<file path="config.mk">
export PLATFORM = sky130hd
export DESIGN_NAME = uart_rx_ctrl
export DESIGN_NICKNAME = d
export VERILOG_FILES = /design/src/rtl/uart_pkg.sv /design/src/rtl/uart_rx_sampler.sv /design/src/rtl/uart_rx_ctrl.sv
export SDC_FILE = /design/constraint.sdc
export NUM_CORES = 1
export LEC_CHECK = 0
export CORE_ASPECT_RATIO = 0.5
export CORE_MARGIN = 1
export CORE_UTILIZATION = 36
export DETAILED_ROUTE_END_ITERATION = 8
export HOLD_SLACK_MARGIN = 0.02
export SLEW_MARGIN = 20
export SYNTH_ARGS = -nofsm -noshare
export SYNTH_HDL_FRONTEND = slang
export SYNTH_SLANG_ARGS = --single-unit
</file>
<file path="constraint.sdc">
create_clock -name clk -period 2.3 [get_ports clk]
set_input_delay 0.23 -clock clk [delete_from_list [all_inputs] [get_ports clk]]
set_output_delay 0.23 -clock clk [all_outputs]
set_load 0.01 [all_outputs]
</file>
<file path="src/rtl/uart_pkg.sv">
// Shared UART receive types: FSM states, word-length encodings and helpers.
package uart_pkg;

   typedef enum logic [2:0] {
      IDLE,
      START,
      DATA,
      PARITY,
      STOP1,
      STOP2,
      DONE
   } rx_state_e;

   localparam logic [1:0] WLS_5 = 2'b00;
   localparam logic [1:0] WLS_6 = 2'b01;
   localparam logic [1:0] WLS_7 = 2'b10;
   localparam logic [1:0] WLS_8 = 2'b11;

   function automatic logic [3:0] wls_to_bits(input logic [1:0] wls);
      wls_to_bits = 4'd8;
      case (wls)
         WLS_5: wls_to_bits = 4'd5;
         WLS_6: wls_to_bits = 4'd6;
         WLS_7: wls_to_bits = 4'd7;
         WLS_8: wls_to_bits = 4'd8;
      endcase
   endfunction

endpackage

</file>
<file path="src/rtl/uart_rx_sampler.sv">
// RX front end: line synchroniser, oversample counter and mid-bit majority voter.
// sample_stb marks the os_tick on which sample_bit holds the decided bit value.
module uart_rx_sampler #(
   parameter int SYNC_STAGES = 2,
   parameter int OS_HI       = 16,
   parameter int OS_LO       = 13,
   parameter int MAJ_EN      = 1
) (
   input  logic clk,
   input  logic rst,
   input  logic os_tick,
   input  logic os_sel,
   input  logic cnt_clr,
   input  logic rx_i,
   output logic sample_stb,
   output logic sample_bit,
   output logic fall_edge,
   output logic line
);

   localparam int CW = $clog2(OS_HI);
   localparam logic [CW-1:0] ONE    = CW'(1);
   localparam logic [CW-1:0] MID_HI = CW'(OS_HI / 2);
   localparam logic [CW-1:0] MID_LO = CW'(OS_LO / 2);
   localparam logic [CW-1:0] TOP_HI = CW'(OS_HI - 1);
   localparam logic [CW-1:0] TOP_LO = CW'(OS_LO - 1);

   logic [SYNC_STAGES-1:0] r_sync;
   logic                   r_prev;
   logic [CW-1:0]          r_cnt;
   logic                   r_s0;
   logic                   r_s1;

   logic [CW-1:0] w_mid;
   logic [CW-1:0] w_top;
   logic [CW-1:0] w_dec;
   logic          w_maj;

   assign line  = r_sync[SYNC_STAGES-1];
   assign w_mid = os_sel ? MID_LO : MID_HI;
   assign w_top = os_sel ? TOP_LO : TOP_HI;
   assign w_dec = (MAJ_EN != 0) ? w_mid + ONE : w_mid;
   assign w_maj = (r_s0 & r_s1) | (r_s0 & line) | (r_s1 & line);

   assign fall_edge  = r_prev & ~line;
   assign sample_stb = os_tick & (r_cnt == w_dec);
   assign sample_bit = (MAJ_EN != 0) ? w_maj : line;

   // NOTE: synchroniser and edge flop reset to 1 (idle line) so reset release never fakes a start edge.
   always_ff @(posedge clk or posedge rst) begin
      if (rst) begin
         r_sync <= '1;
         r_prev <= 1'b1;
         r_cnt  <= '0;
         r_s0   <= 1'b1;
         r_s1   <= 1'b1;
      end else begin
         r_sync <= {r_sync[SYNC_STAGES-2:0], rx_i};
         r_prev <= line;
         if (cnt_clr)
            r_cnt <= '0;
         else if (os_tick)
            r_cnt <= (r_cnt == w_top) ? '0 : r_cnt + ONE;
         if (os_tick && r_cnt == w_mid - ONE)
            r_s0 <= line;
         if (os_tick && r_cnt == w_mid)
            r_s1 <= line;
      end
   end

endmodule

</file>
<file path="src/rtl/uart_rx_ctrl.sv">
// UART receive controller: framing FSM, shift register, parity/framing/break checks
// and the rx_valid / rx_ack handshake with overrun tracking.
module uart_rx_ctrl
   import uart_pkg::*;
#(
   parameter int SYNC_STAGES = 2,
   parameter int MAX_BITS    = 8,
   parameter int OS_HI       = 16,
   parameter int OS_LO       = 13,
   parameter int MAJ_EN      = 1
) (
   input  logic                clk,
   input  logic                rst,
   input  logic                os_tick,
   input  logic                OSM_SEL,
   input  logic [1:0]          WLS,
   input  logic                PEN,
   input  logic                EPS,
   input  logic                SP,
   input  logic                STB,
   input  logic                rx_i,
   input  logic                rx_ack,
   output logic [MAX_BITS-1:0] rx_data,
   output logic                rx_valid,
   output logic                pe,
   output logic                fe,
   output logic                bi,
   output logic                oe,
   output logic                busy
);

   rx_state_e           r_state;
   logic [1:0]          r_wls;
   logic                r_pen;
   logic                r_eps;
   logic                r_sp;
   logic                r_stb;
   logic                r_osm;
   logic [3:0]          r_idx;
   logic [MAX_BITS-1:0] r_shift;
   logic                r_pe_acc;
   logic                r_fe_acc;
   logic                r_brk_acc;
   logic                r_pending;

   logic       w_sample_stb;
   logic       w_sample_bit;
   logic       w_fall_edge;
   logic       w_line;
   logic       w_cnt_clr;
   logic [3:0] w_last_idx;
   logic       w_par_exp;
   logic       w_finish;
   logic       w_fin_fe;
   logic       w_fin_bi;

   uart_rx_sampler #(
      .SYNC_STAGES(SYNC_STAGES),
      .OS_HI      (OS_HI),
      .OS_LO      (OS_LO),
      .MAJ_EN     (MAJ_EN)
   ) u_sampler (
      .clk       (clk),
      .rst       (rst),
      .os_tick   (os_tick),
      .os_sel    (r_osm),
      .cnt_clr   (w_cnt_clr),
      .rx_i      (rx_i),
      .sample_stb(w_sample_stb),
      .sample_bit(w_sample_bit),
      .fall_edge (w_fall_edge),
      .line      (w_line)
   );

   assign w_cnt_clr  = (r_state == IDLE) & w_fall_edge;
   assign w_last_idx = wls_to_bits(r_wls) - 4'd1;
   assign w_par_exp  = r_sp ? ~r_eps : (r_eps ? ^r_shift : ~^r_shift);
   assign w_finish   = w_sample_stb & (((r_state == STOP1) & ~r_stb) | (r_state == STOP2));
   // Break covers data, parity and stop1 only; a second stop bit never joins it.
   assign w_fin_fe   = r_fe_acc | ~w_sample_bit;
   assign w_fin_bi   = (r_state == STOP1) ? (r_brk_acc & ~w_sample_bit) : r_brk_acc;

   // NOTE: non-blocking assignments throughout, so every right-hand side reads the pre-edge value.
   always_ff @(posedge clk or posedge rst) begin
      if (rst) begin
         r_state   <= IDLE;
         r_wls     <= 2'b00;
         r_pen     <= 1'b0;
         r_eps     <= 1'b0;
         r_sp      <= 1'b0;
         r_stb     <= 1'b0;
         r_osm     <= 1'b0;
         r_idx     <= 4'd0;
         r_shift   <= '0;
         r_pe_acc  <= 1'b0;
         r_fe_acc  <= 1'b0;
         r_brk_acc <= 1'b0;
         r_pending <= 1'b0;
         rx_data   <= '0;
         rx_valid  <= 1'b0;
         pe        <= 1'b0;
         fe        <= 1'b0;
         bi        <= 1'b0;
         oe        <= 1'b0;
         busy      <= 1'b0;
      end else begin
         rx_valid <= 1'b0;
         if (w_finish) begin
            rx_data   <= r_shift;
            pe        <= r_pe_acc;
            fe        <= w_fin_fe;
            bi        <= w_fin_bi;
            rx_valid  <= 1'b1;
            r_pending <= 1'b1;
            oe        <= (oe | r_pending) & ~rx_ack;
         end else if (rx_ack) begin
            r_pending <= 1'b0;
            oe        <= 1'b0;
         end

         case (r_state)
            IDLE: begin
               if (w_fall_edge) begin
                  r_wls   <= WLS;
                  r_pen   <= PEN;
                  r_eps   <= EPS;
                  r_sp    <= SP;
                  r_stb   <= STB;
                  r_osm   <= OSM_SEL;
                  busy    <= 1'b1;
                  r_state <= START;
               end
            end
            START: begin
               if (w_sample_stb) begin
                  if (w_sample_bit) begin
                     busy    <= 1'b0;
                     r_state <= IDLE;
                  end else begin
                     r_idx     <= 4'd0;
                     r_shift   <= '0;
                     r_pe_acc  <= 1'b0;
                     r_fe_acc  <= 1'b0;
                     r_brk_acc <= 1'b1;
                     r_state   <= DATA;
                  end
               end
            end
            DATA: begin
               if (w_sample_stb) begin
                  for (int i = 0; i < MAX_BITS; i++)
                     if (r_idx == 4'(i)) r_shift[i] <= w_sample_bit;
                  r_brk_acc <= r_brk_acc & ~w_sample_bit;
                  if (r_idx == w_last_idx)
                     r_state <= r_pen ? PARITY : STOP1;
                  else
                     r_idx <= r_idx + 4'd1;
               end
            end
            PARITY: begin
               if (w_sample_stb) begin
                  r_pe_acc  <= (w_sample_bit != w_par_exp);
                  r_brk_acc <= r_brk_acc & ~w_sample_bit;
                  r_state   <= STOP1;
               end
            end
            STOP1: begin
               if (w_sample_stb) begin
                  r_fe_acc  <= ~w_sample_bit;
                  r_brk_acc <= r_brk_acc & ~w_sample_bit;
                  r_state   <= r_stb ? STOP2 : DONE;
               end
            end
            STOP2: begin
               if (w_sample_stb) r_state <= DONE;
            end
            DONE: begin
               // A break holds here until the line returns high, so the low line is not re-framed.
               if (!bi || w_line) begin
                  busy    <= 1'b0;
                  r_state <= IDLE;
               end
            end
            default: r_state <= IDLE;
         endcase
      end
   end

endmodule

</file>
======== Yosys cells after proc, flatten, opt, wreduce, memory -nomap -nowiden ========
Cells that the tools add are included.
cells by class
  add/subtract/negate cells ............... 5
  equal/unequal tests ..................... 42
  mux-type cells .......................... 57
  bitwise gates (word level) .............. 20
  reductions and logical operators ........ 32
operators by type and width
  kind                                                  number
  AND reduction 5 bit                                   10
  inequality test 2 bit (second input constant)         19
  two-way mux 4 bit                                     8
  two-way mux 3 bit                                     9
  two-way mux 1 bit                                     26
  two-way mux 8 bit                                     3
  one-hot mux 3 bit (7 select lines)                    1
  equality test 4 bit                                   5
  equality test 4 x 3 -> 1 bit (second input constant)  4
  one-hot mux 4 bit (4 select lines)                    1
  one-hot mux 8 bit (2 select lines)                    1
  adder 4 x 1 -> 4 bit (second input constant)          3
  AND reduction 4 bit                                   3
  nonzero test 2 bit                                    6
  AND 1 bit                                             10
  equality test 3 bit (second input constant)           3
  equality test 4 x 2 -> 1 bit (second input constant)  2
  one-hot mux 4 bit (2 select lines)                    1
  AND reduction 8 bit                                   1
  XNOR reduction 8 bit                                  1
  XOR reduction 8 bit                                   1
  subtractor 4 x 1 -> 4 bit (second input constant)     2
  equality test 3 x 2 -> 1 bit (second input constant)  2
  two-way mux 2 bit                                     3
  19 further kinds                                      31
storage, ports and cells
  flip-flop bits (word level) ............. 49
  input bits .............................. 12
  output and inout bits ................... 14
  logic and storage cells ................. 188

======== Depth between registers and ports, before layout ========
Gate-level depths: netlist of run 1.
  depth after elaboration ................. 7
  gate-level depth with buffers ........... 7
  gate-level depth less buffers ........... 6

======== By module ========
Synthesis of run 1 repeated with hierarchy kept, for this count alone.
second synthesis, totals
  cell total of the unflattened synthesis .. 251
  area, all modules ....................... 2576.2 um^2
by module, submodules not included
  module           instances  cells an instance  area an instance (um^2)  sequential area each (um^2)
  uart_rx_ctrl     1          203                2072.0                   1001.0
  uart_rx_sampler  1          48                 504.2                    231.5

======== Worst setup path before layout of run 1 ========
OpenSTA, ideal clock, no wires.
  kind .................................... reg2reg
  start point ............................. register u_sampler.r_cnt[2]
  end point ............................... register rx_data[1]
  library setup time ...................... 0.125 ns
  arrival time ............................ 2.245 ns
  data required time ...................... 2.175 ns
  setup slack ............................. -0.070 ns
  stages on the path, launching flop included .. 6
  buffers on the path ..................... 1
  clock period less this slack ............ 2.370 ns
  path through ............................ dfrtp_1 > or4b_4 > a21o_4 > a2111oi_4 > buf_6 > mux2_4
between the ends
  cells in the longest elaborated chain, start to end .. 3
RTL lines
  item                      line                   text
  start: declaration        uart_rx_sampler.sv:30  logic [CW-1:0] r_cnt;
  start signal: assignment  uart_rx_sampler.sv:63  r_cnt <= (r_cnt == w_top) ? '0 : r_cnt + ONE;
  equality test 4 bit       uart_rx_sampler.sv:46  assign sample_stb = os_tick & (r_cnt == w_dec);
  AND 1 bit                 uart_rx_sampler.sv:46
  AND 1 bit                 uart_rx_ctrl.sv:78     assign w_finish = w_sample_stb & (((r_state == STOP1) & ~r_stb) | (r_state == STOP2));
  net w_finish              uart_rx_ctrl.sv:53     logic w_finish;
  end signal: assignment    uart_rx_ctrl.sv:109    rx_data <= r_shift;
  end: declaration          uart_rx_ctrl.sv:23     output logic [MAX_BITS-1:0] rx_data,
The timed path passes the listed nets, and every way through them passes these cells.
A chain may end at the register's enable or synchronous reset.

======== Worst setup path after layout of run 1 ========
  start point ............................. register r_osm
  end point ............................... register r_state[1]
between the ends
  cells in the longest elaborated chain, start to end .. 6
  elaborated cells between the ends (all ways) .. 10
  those cells by class .................... add/sub (1); eq/ne (6); mux (1); bitwise (1); reduce/logical (1)
RTL lines
  item                               line                   text
  start: declaration                 uart_rx_ctrl.sv:38     logic r_osm;
  start signal: assignment           uart_rx_ctrl.sv:92     r_osm <= 1'b0;
  start signal: assignment           uart_rx_ctrl.sv:129    r_osm <= OSM_SEL;
  two-way mux 4 bit (*)              uart_rx_sampler.sv:40  assign w_mid = os_sel ? MID_LO : MID_HI;
  adder 4 x 1 -> 4 bit (*)           uart_rx_sampler.sv:42  assign w_dec = (MAJ_EN != 0) ? w_mid + ONE : w_mid;
  equality test 4 bit (*)            uart_rx_sampler.sv:46
  AND 1 bit (*)                      uart_rx_sampler.sv:46
  inequality test 2 bit (no line)    -
  AND reduction 8 bit (no line) (*)  -
  end signal: assignment             uart_rx_ctrl.sv:155    r_state <= r_pen ? PARITY : STOP1;
  end signal: assignment             uart_rx_ctrl.sv:171    r_state <= r_stb ? STOP2 : DONE;
  end: declaration                   uart_rx_ctrl.sv:32     rx_state_e r_state;
Mark *: on every way between the ends. The rest lies on a longest branch, timed or not.

==> results by group, run 1 <==
Status
  • Status: complete, no violations

Clock network
  • TritonCTS Buffers: 5
  • Worst skew pair latency: 0.29 ns
  • CTS tree: done
  • Clock sink count: 49
  • Clk slew on worst S/H paths: 0.06 ns
  • Post-CTS Setup Bufs: 0
  • Max H-tree Level: 2
  • Count of hold-fix buffers inserted at cts: 0
  • Clk root buf: clkbuf_16
  • Longest Clk Path Bufs: 2

STA
  • Fin crit period: 2.23 ns
  • Worst Max-Slew Pin Slew: ~0.6 ns
  • Final Cycle Share: 96.9%
  • Final setup viols: 0
  • RSZ-0062 raised after global routing: true
  • Relative slew margins: 59.0%
  • Fin. Hold Viols: 0
  • Max Clk Rate: between 400 and 500 MHz
  • Skew final: 0.00500 ns
  • Pins Over Slew Limit: 0
  • Hold slack final: 0.347 ns
  • Final worst slack: 0.0723 ns

Setup path
  • CP Data Arrival Time: roughly 2.4 ns
  • Crit-path slowest cell: or4b_4
  • Critical setup path kind: flip-flop to flip-flop
  • Critical Path, Cell by Cell: or4b_4 > a21o_4 > and3_2 > nor4_4 > mux2_4
  • CP Max Fanout: 3
  • Worst r2r src: r_osm
  • CP startpoint kind: flip-flop
  • Crit-path max cell delay: roughly 0.56 ns
  • Critical Path Sink Type: flip-flop
  • Crit path required time: 2.47 ns
  • Critical path origin: r_osm

Global routing
  • Antenna violations before repair: 0
  • Global Route Usage Sum: 15.6%
  • GR Layer Usage met1: a little over a fifth
  • Largest net degree at the start of global routing: 50
  • First-pass GRT wire length: slightly below 9000 um
  • Remaining Overflow, GRT: 0
  • GR met3 Demand/Resource: about 3.3%
  • Vias in the first global route: 1841
  • Layer with the highest usage: met2
  • Met2 Resource Use GR: 25.0%

Synth
  • #FFs+latches synth: 49
  • Syn. warnings: 0
  • Mapped cell area: ~0.0025 sq mm
  • Syn Nets: 261
  • Yosys cell types: 44
  • Synth Area per Inst: around 10 sq um
  • Post-synthesis cell count: between 200 and 250
  • Sequential area share after synthesis: 48.8%

Die
  • Starting Density: 37.6%
  • Die Y: a little over 60 um
  • Die Width: 120 um
  • Core area: 0.00673 sq mm
  • Row cnt: 21
  • Die area: 0.00738 sq mm
  • Io pins: 26

Routing
  • DRC Markers: 0
  • Final WL: 5240 um
  • Initial DRT Pass Iterations: 4
  • Vias: a little under 2000
  • Remaining antenna violation count after routing: 0
  • Vias/cell: 5.09
  • Initial DRC Count: 88
  • Drt wl/cell: 13.9 um

Finish
  • Area growth from synthesis to layout: 25.0%
  • Design area: 0.00316 sq mm
  • Fillers: roughly 650
  • NumNets Final: 302
  • Core Util, Final: around 47%
  • Share of post-route cells with drive strength above 1: between 20% and 30%
  • ANT cells: 0

Job
  • Total of max-cap violations: 0

Place
  • Dpl ws: -0.0000273 ns
  • DP Area: 0.00300 sq mm
  • RePlAce Congestion: 0.820
  • Port Buffers: 25
  • HPWL after DPL: between 3000 and 4000 um

Hold path
  • Hold Crit Class: primary input to flip-flop
  • Hold Path Origin: rx_i

Power
  • Leakage power: 0.00133 uW
  • Pwr dens: 946 mW/mm^2
  • VDD IR max: 413 uV
  • Pwr Total: 2990 uW
[kinds of logic after synthesis]
logic type | after synthesis | synth area share, %
buffers and inverters | 22 | 3.57
adders and majority gates | 6 | 2.87
muxes | 23 | 10.4
and+or+nand+nor | 72 | 14.7
xor gates and xnor gates | 11 | 3.81
AOI/OAI and AO/OA | 61 | 15.9
DFF | 49 | 48.8
[sequential cells by signal, indices dropped and copies added, names as in the netlist, 2 cells and up]
signal	flops
r_idx	4
r_shift	8
r_state	3
r_wls	2
rx_data	8
u_sampler.r_cnt	4
u_sampler.r_sync	2
[through the flow]
stage / TNS [ns] / instances
after CTS: 0 / 378
final: 0 / 378
after floorplan: 0 / 244
after detailed placement: -0.0000273 / 370
after global routing: -0.0178 / 378
after global placement: 0 / 370
[Yosys cell counts]
| master | n | area share (%) |
|---|---|---|
| mux2_4 | 3 | 1.8 |
| dfrtp_1 | 44 | 44 |
| dfstp_2 | 5 | 5.2 |
| nand2_1 | 24 | 3.6 |
| or4b_4 | 1 | 0.54 |
| o221a_2 | 1 | 0.45 |
| and3_2 | 2 | 0.59 |
| a32o_1 | 1 | 0.40 |
| a41oi_1 | 1 | 0.35 |
| a21o_2 | 1 | 0.35 |
| nand4b_1 | 3 | 1.0 |
| a2111oi_4 | 1 | 1.1 |
| or3b_2 | 2 | 0.69 |
| buf_6 | 1 | 0.45 |
| and3_1 | 1 | 0.25 |
| nor3_1 | 8 | 1.6 |
| ha_1 | 5 | 2.5 |
| a31oi_1 | 2 | 0.50 |
| or2_2 | 2 | 0.50 |
| clkinv_1 | 1 | 0.15 |
| o31ai_1 | 5 | 1.5 |
| nand4_1 | 3 | 0.74 |
| o22ai_1 | 2 | 0.50 |
| xnor2_1 | 10 | 3.5 |
| clkbuf_1 | 8 | 1.2 |
| a32oi_1 | 1 | 0.35 |
| xor2_1 | 1 | 0.35 |
| mux2i_1 | 6 | 2.4 |
| a21o_4 | 1 | 0.59 |
| a211oi_1 | 2 | 0.59 |
| o211ai_1 | 5 | 1.5 |
| nand3_1 | 4 | 0.79 |
| o21ai_0 | 20 | 4.0 |
| nand2b_1 | 5 | 1.2 |
| nand3b_1 | 1 | 0.30 |
| nor4_2 | 1 | 0.50 |
| or3_1 | 1 | 0.25 |
| a21oi_2 | 1 | 0.35 |
| maj3_1 | 1 | 0.40 |
| nor2_1 | 14 | 2.1 |
| a21oi_1 | 16 | 3.2 |
| mux2_2 | 14 | 6.2 |
| inv_1 | 12 | 1.8 |
| o21a_1 | 1 | 0.30 |
[area by class of cell]
cell class	instances	area, sq um	share of cell area, %
Inverter	13	48.8	1.55
Clock buffer	5	125	3.96
Tap cell	92	115	3.65
Timing Repair Buffer	43	398	12.6
Clock inverter	3	17.5	0.555
Sequential cell	49	1230	39.0
Multi-Input combinational cell	173	1220	38.6
[cells in the final DEF (no fill, tap or decap), types with 10 or more instances in the layout]
cell type | synthesis | routed
dfrtp_1 | 44 | 44
clkdlybuf4s50_1 | 0 | 25
nand2_1 | 24 | 24
o21ai_0 | 20 | 20
buf_4 | 0 | 17
a21oi_1 | 16 | 16
nor2_1 | 14 | 14
mux2_2 | 14 | 12
inv_1 | 12 | 11
xnor2_1 | 10 | 10
[power breakdown]
group          leakage, uW  internal, uW  switching [uW]  total (uW)
Combinational     0.000636           515             583        1100
Sequential        0.000623          1040             130        1170
Clock            0.0000696           399             318         718
Total              0.00133          1950            1030        2990
[repair_timing]
item	CTS	global route
hold endpoints to repair	0	0
resized for setup	1	2
endpoints found under the setup margin	2	4
pin swaps	0	3
[routing by layer]
layer  up-vias  wire length (um)
li1        958                 -
met1       931              2710
met2        28              2330
met3         7               135
met4         0                64
met5         -                 0
[path summary, 6_finish.rpt]
kind	endpoint	slack, ns	depth (start not counted)
hold reg to reg	u_sampler.r_sync[1]	0.36	0
hold / removal	u_sampler.r_sync[0]	0.35	1
setup / recovery	r_state[1]	0.07	5
max in group asynchronous	u_sampler.r_cnt[0]	1.46	3
min in group asynchronous	rx_valid	0.42	3
setup reg to reg	r_state[1]	0.07	5
[critical path: cells and delay by family, from the launching register on]
| kind | cells | cell delay, ns |
|---|---|---|
| AO/OA/AOI/OAI | 1 | 0.23 |
| multiplexers | 1 | 0.33 |
| AND/OR/NAND/NOR | 3 | 1.17 |
| flip-flops | 1 | 0.38 |
No activity file was read; power rests on OpenSTA's default activity.
==> run 2, diff against run 1 <==
--- a/config.mk
+++ b/config.mk
@@ -13,4 +13,5 @@
 export SLEW_MARGIN = 20
 export SYNTH_ARGS = -nofsm -noshare
 export SYNTH_HDL_FRONTEND = slang
+export SYNTH_HIERARCHICAL = 1
 export SYNTH_SLANG_ARGS = --single-unit
==> run 2 against run 1 <==
  * Register-to-register slack is essentially flat
  * Clock skew up 0.0014 ns
  * Sequential share of layout area shrank 0.33 points
  * Critical endpoint is now r_idx[3]
  * Largest cell class is now multi-input gates
==> results by group, run 2 <==
Status
  • Status: complete, no violations

STA
  • Skew final: 0.00644 ns (+0.00144 ns)
  • Fin Setup TNS: 0 ns (unchanged)
  • Final setup viols: 0 (unchanged)
  • Max Clk Rate: 452 MHz (+0.67%)
  • Final worst slack: 0.0871 ns (+0.0148 ns)
  • Final Cycle Share: 96.2% (-0.64 points)
  • Worst Max-Slew Pin Slew: 0.553 ns (-0.0614 ns)
  • Fin crit period: 2.21 ns (-0.0148 ns)
  • Relative slew margins: 63.1% (+4.1 points)
  • Fin. Hold Viols: 0 (unchanged)
  • Pins Over Slew Limit: 0 (unchanged)
  • Hold slack final: 0.238 ns (-0.108 ns)

Finish
  • Regs by FF count: r_shift: 8 flops, rx_data: 8 flops
  • Most frequent cells in the layout: dfrtp_1, nand2_1, clkdlybuf4s50_1
  • ANT cells: 0 (unchanged)
  • Share of post-route cells with drive strength above 1: 21.2% (-0.50 points)
  • Area growth from synthesis to layout: 23.7%
  • Fillers: 621 (-4.8%)
  • Commonest non-fill, non-tap cell in the layout: dfrtp_1
  • Design area: 0.00319 sq mm (+0.95%)
  • NumNets Final: 305 (+0.99%)

Place
  • Port Buffers: 25 (unchanged)
  • Dpl ws: 0.157 ns (+0.157 ns)
  • DP Area: 0.00302 sq mm (+0.83%)
  • RePlAce Congestion: 0.826 (+0.73%)
  • HPWL after DPL: 3780 um (-0.59%)

Power
  • Internal power: 1950 uW (about the same)
  • Clk pwr share: 24.8% (+0.8 points)
  • Comb pwr share: 34.2% (-2.6 points)
  • Net Sw Frac: 33.4% (-1.1 points)
  • Leakage power: 0.00139 uW (+4.3%)
  • Register share of total power: 41.0% (+1.8 points)
  • Psw: 983 uW (-4.8%)
  • VDD IR max: 420 uV (+1.7%)
  • Pwr dens: 922 mW/mm^2 (-2.5%)

Die
  • Io pins: 26 (unchanged)
  • Core area: 0.00681 sq mm (+1.2%)
  • Row cnt: 21 (unchanged)
  • Starting Density: 37.9% (+0.30 points)
  • Die Y: 61.8 um (+0.95%)
  • Die area: 0.00752 sq mm (+1.9%)
  • Die Width: 122 um (+0.97%)

Hold path
  • Hold Crit Class: primary input to async pin

Routing
  • Vias: 1937 (+0.68%)
  • Vias/cell: 5.10 (+0.15%)
  • Remaining antenna violation count after routing: 0 (unchanged)
  • Initial DRC Count: 99 (+13%)
  • DRC Markers: 0 (unchanged)
  • Initial DRT Pass Iterations: 4 (unchanged)
  • Drt wl/cell: 13.9 um (-0.13%)
  • Final WL: 5260 um (+0.40%)

Synth
  • Cell with the most instances after synthesis: dfrtp_1
  • Syn. warnings: 6 (+6)
  • Synth Area per Inst: 10.3 sq um (-0.86%)
  • Top_reg_cell synth: dfrtp_1
  • Syn Nets: 268 (+2.7%)
  • Top cells by count, synth: dfrtp_1, nand2_1, a21oi_1, o21ai_0, inv_1
  • Top-area cell type share of the netlist area: 42.7% (-0.85 points)
  • Post-synth EDFFs: 0 (unchanged)
  • Synth area leaders: dfrtp_1, mux2_2, dfstp_2
  • Mapped cell area: 0.00258 sq mm (+2.0%)
  • #FFs+latches synth: 49 (unchanged)
  • Dominant cell type by area after synthesis: dfrtp_1
  • Yosys cell types: 54 (+23%)
  • Sequential area share after synthesis: 47.8% (-0.95 points)
  • Post-synthesis cell count: 251 (+2.9%)
  • Share of flip-flops with an asynchronous set or reset: 100% (unchanged)

Clock network
  • Clk slew on worst S/H paths: 0.06 ns (about the same)
  • Worst skew pair latency: 0.29 ns (about the same)
  • Clk root buf: clkbuf_16
  • Clock sink count: 49 (unchanged)
  • Max H-tree Level: 2 (unchanged)
  • Count of hold-fix buffers inserted at cts: 0 (unchanged)
  • Longest Clk Path Bufs: 2 (unchanged)
  • TritonCTS Buffers: 5 (unchanged)
  • CTS tree: done

Setup path
  • CP Max Fanout: 5 (+2)
  • CP startpoint kind: flip-flop
  • CP Data Arrival Time: 2.43 ns (+0.03 ns)
  • Critical Path Sink Type: flip-flop
  • Critical setup path kind: flip-flop to flip-flop
  • Crit path required time: 2.52 ns (+0.05 ns)

Global routing
  • Remaining Overflow, GRT: 0 (unchanged)
  • Antenna violations before repair: 0 (unchanged)
  • Vias in the first global route: 1858 (+0.92%)
  • Global Route Usage Sum: 15.1% (-0.46 points)
  • First-pass GRT wire length: 8780 um (-0.48%)
  • Largest net degree at the start of global routing: 41 (-18%)

Job
  • Total of max-cap violations: 0 (unchanged)
## run 2: cell types whose count changed after synthesis, moves of 5 or more
cell and change:
a21oi_1 +5, inv_1 +5, mux2i_1 -5, nor2_1 -6
nor3_1 -7, o211ai_1 -5, o31ai_1 -5
## run 2: worst paths after layout
kind,from,to,slack (ns),cells after the start
setup / recovery,u_sampler/r_cnt[2],r_idx[3],0.09,7
min in group clk,rx_i,u_sampler/r_sync[0],0.35,1
max in group asynchronous,rst,rx_data[3],1.54,3
setup reg to reg,u_sampler/r_cnt[2],r_idx[3],0.09,7
hold reg to reg,u_sampler/r_sync[0],u_sampler/r_sync[1],0.36,0
hold / removal,rst,u_sampler/r_cnt[0],0.24,2
## run 2: cell families (layout without fill, tap and decap cells)
| logic type | after synthesis | in the layout | share of synthesized area [%] |
|---|---|---|---|
| muxes | 18 | 18 | 7.82 |
| buffers and inverters | 28 | 65 | 5.00 |
| AOI/OAI and AO/OA | 64 | 64 | 15.3 |
| and+or+nand+nor | 75 | 75 | 17.5 |
| DFF | 49 | 49 | 47.8 |
| adders and majority gates | 6 | 6 | 2.82 |
| xor gates and xnor gates | 11 | 11 | 3.74 |
## run 2: worst max-delay path, cell delays in order, from the launching register on
cell and delay [ns]:
dfrtp_1 0.37, or4b_4 0.57, a21oi_4 0.22, nor2b_4 0.20
o21ai_2 0.08, o21bai_4 0.19, or3_4 0.39, a21oi_2 0.13
## run 2: final cells by class
| cell class | count | area [sq um] | share of cell area (%) |
|---|---|---|---|
| clock buffer | 6 | 139 | 4.36 |
| clock inverter | 1 | 7.51 | 0.236 |
| inverter | 17 | 63.8 | 2.00 |
| multi-input combinational | 174 | 1240 | 39.1 |
| sequential | 49 | 1230 | 38.7 |
| tap | 92 | 115 | 3.61 |
| timing repair buffer | 41 | 383 | 12.0 |
## run 2: power groups by stage
stage | Combinational (uW) | Sequential, uW | Clock, uW
after floorplan | 747 | 1180 | 0
after global placement | 970 | 1210 | 0
after detailed placement | 994 | 1220 | 0
after CTS | 1000 | 1200 | 745
after global routing | 1110 | 1230 | 790
final | 1000 | 1200 | 730
## run 2: stage by stage
| stage | util, % | total power [uW] | instances |
|---|---|---|---|
| finish | 46.8 | 2940 | 380 |
| global route | 46.8 | 3130 | 380 |
| CTS | 46.6 | 2950 | 379 |
| detailed placement | 44.4 | 2210 | 372 |
| global placement | 44.4 | 2180 | 372 |
| floorplan | - | 1930 | 251 |
## run 2: per-layer routing
metal | vias up | global-route usage, % | part of all wire [%]
li1 | 952 | - | -
met1 | 951 | 19.6 | 50
met2 | 30 | 26.1 | 47
met3 | 4 | 3.83 | 2.8
met4 | 0 | 3.53 | 0.46
met5 | - | 0 | 0
## run 2: what timing repair did
action / 4_1_cts / 5_1_grt
buffers inserted: 0 / 1
setup endpoints to repair: 0 / 1
gates resized for setup: 0 / 3
==> run 3, diff against run 2 <==
--- a/config.mk
+++ b/config.mk
@@ -7,9 +7,10 @@
 export LEC_CHECK = 0
 export CORE_ASPECT_RATIO = 0.5
 export CORE_MARGIN = 1
-export CORE_UTILIZATION = 36
+export CORE_UTILIZATION = 51
 export DETAILED_ROUTE_END_ITERATION = 8
 export HOLD_SLACK_MARGIN = 0.02
+export PLACE_DENSITY = 0.76
 export SLEW_MARGIN = 20
 export SYNTH_ARGS = -nofsm -noshare
 export SYNTH_HDL_FRONTEND = slang
==> run 3 against run 2 <==
  * Highest routed layer unchanged
  * Via count up 3.2%
  * Non-clock buffer count shrank 1
  * Total power fell by 6.4%
  * Sequential power about the same
  * Sequential share of layout area grew 1.4 points
  * Maximum frequency rose by 0.24%
  * Design area down 3.4%
  * Clock-buffer cell count is the same
  * Register-to-register slack hardly changed
  * Clock power fell by 29%
  * Largest cell class unchanged
  * First-iteration DRC count shrank 8.1%
==> results by group, run 3 (synthesized netlist as in run 2, its figures left out) <==
Power
  • Pwr dens: 893 mW/mm^2 (-3.1%)
  • Pwr Total: 2750 uW (-6.4%)
  • Register share of total power: 44.6% (+3.6 points)
  • VDD IR max: 570 uV (+36%)
  • Leakage power: 0.00135 uW (-2.2%)
  • Net Sw Frac: 36.6% (+3.2 points)
  • Internal power: 1740 uW (-11%)
  • Psw: 1010 uW (+2.5%)
  • Clk pwr share: 18.7% (-6.1 points)
  • Comb pwr share: 36.6% (+2.4 points)

Die
  • Row cnt: 17 (-19%)
  • Die area: 0.00536 sq mm (-29%)
  • Die Y: 52.3 um (-15%)
  • Die Width: 103 um (-16%)
  • Io pins: 26 (unchanged)
  • Starting Density: 55.8% (+18 points)
  • Core area: 0.00462 sq mm (-32%)

Setup path
  • CP Max Fanout: 5 (unchanged)
  • Critical Path Sink Type: flip-flop
  • Critical Path, Cell by Cell: or4b_4 > a21oi_4 > nor2b_4 > o21ai_2 > o21bai_4 > or3_1 > a21oi_1
  • Crit-path max cell delay: 0.57 ns (about the same)
  • Crit path required time: 2.53 ns (about the same)
  • Critical setup path kind: flip-flop to flip-flop
  • CP Data Arrival Time: 2.44 ns (about the same)
  • Bufs and invs on worst path: 0 (unchanged)
  • Crit-path slowest cell: or4b_4
  • Top delay family on crit path: simple AND/OR/NAND/NOR gates
  • CP startpoint kind: flip-flop
  • R2R setup slack: 0.09 ns (about the same)

STA
  • Fin Setup TNS: 0 ns (unchanged)
  • Relative slew margins: 63.1% (about the same)
  • Skew final: 0.00466 ns (-0.00178 ns)
  • Fin crit period: 2.21 ns (-0.00521 ns)
  • Worst Max-Slew Pin Slew: 0.554 ns (+0.000688 ns)
  • Final Cycle Share: 96.0% (-0.23 points)
  • Fin. Hold Viols: 0 (unchanged)
  • Final setup viols: 0 (unchanged)
  • RSZ-0062 raised after global routing: false
  • Max Clk Rate: 453 MHz (+0.24%)
  • Pins Over Slew Limit: 0 (unchanged)

Finish
  • Area growth from synthesis to layout: 19.5%
  • Share of post-route cells with drive strength above 1: 20.1% (-1.0 points)
  • Finished Layout Cells: 354 (-6.8%)
  • Most frequent cells in the layout: dfrtp_1, nand2_1, clkdlybuf4s50_1
  • NumNets Final: 304 (-0.33%)
  • Regs by FF count: r_shift: 8 flops, rx_data: 8 flops
  • Fillers: 393 (-37%)
  • ANT cells: 0 (unchanged)
  • Commonest non-fill, non-tap cell in the layout: dfrtp_1

Global routing
  • Global Route Usage Sum: 22.6% (+7.4 points)
  • Vias in the first global route: 1890 (+1.7%)
  • Antenna violations before repair: 0 (unchanged)
  • Remaining Overflow, GRT: 0 (unchanged)
  • First-pass GRT wire length: 8930 um (+1.7%)
  • Largest net degree at the start of global routing: 41 (unchanged)

Job
  • Total of max-cap violations: 0 (unchanged)

Place
  • HPWL after DPL: 3720 um (-1.4%)
  • Placed insts: 346 (-7.0%)
  • Port Buffers: 25 (unchanged)
  • RePlAce Congestion: 0.860 (+4.1%)

Clock network
  • Clock sink count: 49 (unchanged)
  • Worst skew pair latency: 0.30 ns (about the same)
  • Longest Clk Path Bufs: 2 (unchanged)
  • Max H-tree Level: 2 (unchanged)
  • Clk slew on worst S/H paths: 0.09 ns (+0.03 ns)
  • Clk root buf: clkbuf_8
  • CTS tree: done
  • Post-CTS Setup Bufs: 0 (unchanged)
  • TritonCTS Buffers: 5 (unchanged)

Routing
  • Vias/cell: 5.65 (+11%)
  • Initial DRC Count: 91 (-8.1%)
  • Final WL: 5260 um (about the same)
  • Vias: 1999 (+3.2%)
  • DRC Markers: 0 (unchanged)
  • Remaining antenna violation count after routing: 0 (unchanged)
  • Initial DRT Pass Iterations: 4 (unchanged)
  • Drt wl/cell: 14.9 um (+7.3%)

Status
  • Status: complete, no violations

Hold path
  • Hold Crit Class: primary input to async pin
-- run 3: path summary, 6_finish.rpt --
| kind | startpoint | depth (start not counted) | endpoint |
|---|---|---|---|
| setup reg to reg | u_sampler/r_cnt[2] | 7 | r_idx[3] |
| hold / removal | rst | 2 | u_sampler/r_cnt[0] |
| max in group asynchronous | rst | 3 | rx_data[2] |
| hold reg to reg | u_sampler/r_sync[0] | 0 | u_sampler/r_sync[1] |
| setup / recovery | u_sampler/r_cnt[2] | 7 | r_idx[3] |
| min in group clk | rx_i | 1 | u_sampler/r_sync[0] |
-- run 3: cell type report --
cell class / instances / area [sq um] / share of cell area (%)
multi-input combinational: 174 / 1240 / 40.2
sequential: 49 / 1230 / 40.1
timing repair buffer: 40 / 375 / 12.2
tap: 66 / 82.6 / 2.68
clock buffer: 6 / 72.6 / 2.36
inverter: 17 / 63.8 / 2.07
clock inverter: 2 / 13.8 / 0.447
-- run 3: power groups by stage --
| stage | clock network, uW | registers (uW) | logic (uW) |
|---|---|---|---|
| after floorplan | 0 | 1180 | 747 |
| after global placement | 0 | 1220 | 933 |
| after detailed placement | 0 | 1240 | 985 |
| after CTS | 519 | 1220 | 991 |
| after global routing | 556 | 1260 | 1100 |
| final | 515 | 1230 | 1010 |
-- run 3: what timing repair did --
| action | in CTS | in global routing |
|---|---|---|
| hold buffers | 0 | 0 |
| resized for setup | 0 | 1 |
| setup endpoints to repair | 0 | 1 |
-- run 3: worst reg2reg max path: cells and delay by family, from the launching register on --
family          cells  cell delay [ns]
compound gates      4             0.62
flops               1             0.39
simple gates        3             1.14
-- run 3: layer usage --
layer,routed length (um),up-vias,track usage (%)
met3,292,12,5.20
li1,-,957,-
met2,2480,66,37.4
met5,0,-,0
met1,2410,964,29.3
met4,74,0,7.86
-- run 3: per-stage QoR --
step                      area [sq um]  hold WS [ns]  setup WS, ns  utilization, %
after floorplan                   2600        0.0543       0.00766               -
after global placement            2990         0.347         0.186            64.8
after detailed placement          2990         0.349         0.136            64.8
after CTS                         3080         0.225         0.103            66.7
after global routing              3080         0.244        0.0324            66.7
final                             3080         0.219        0.0924            66.7
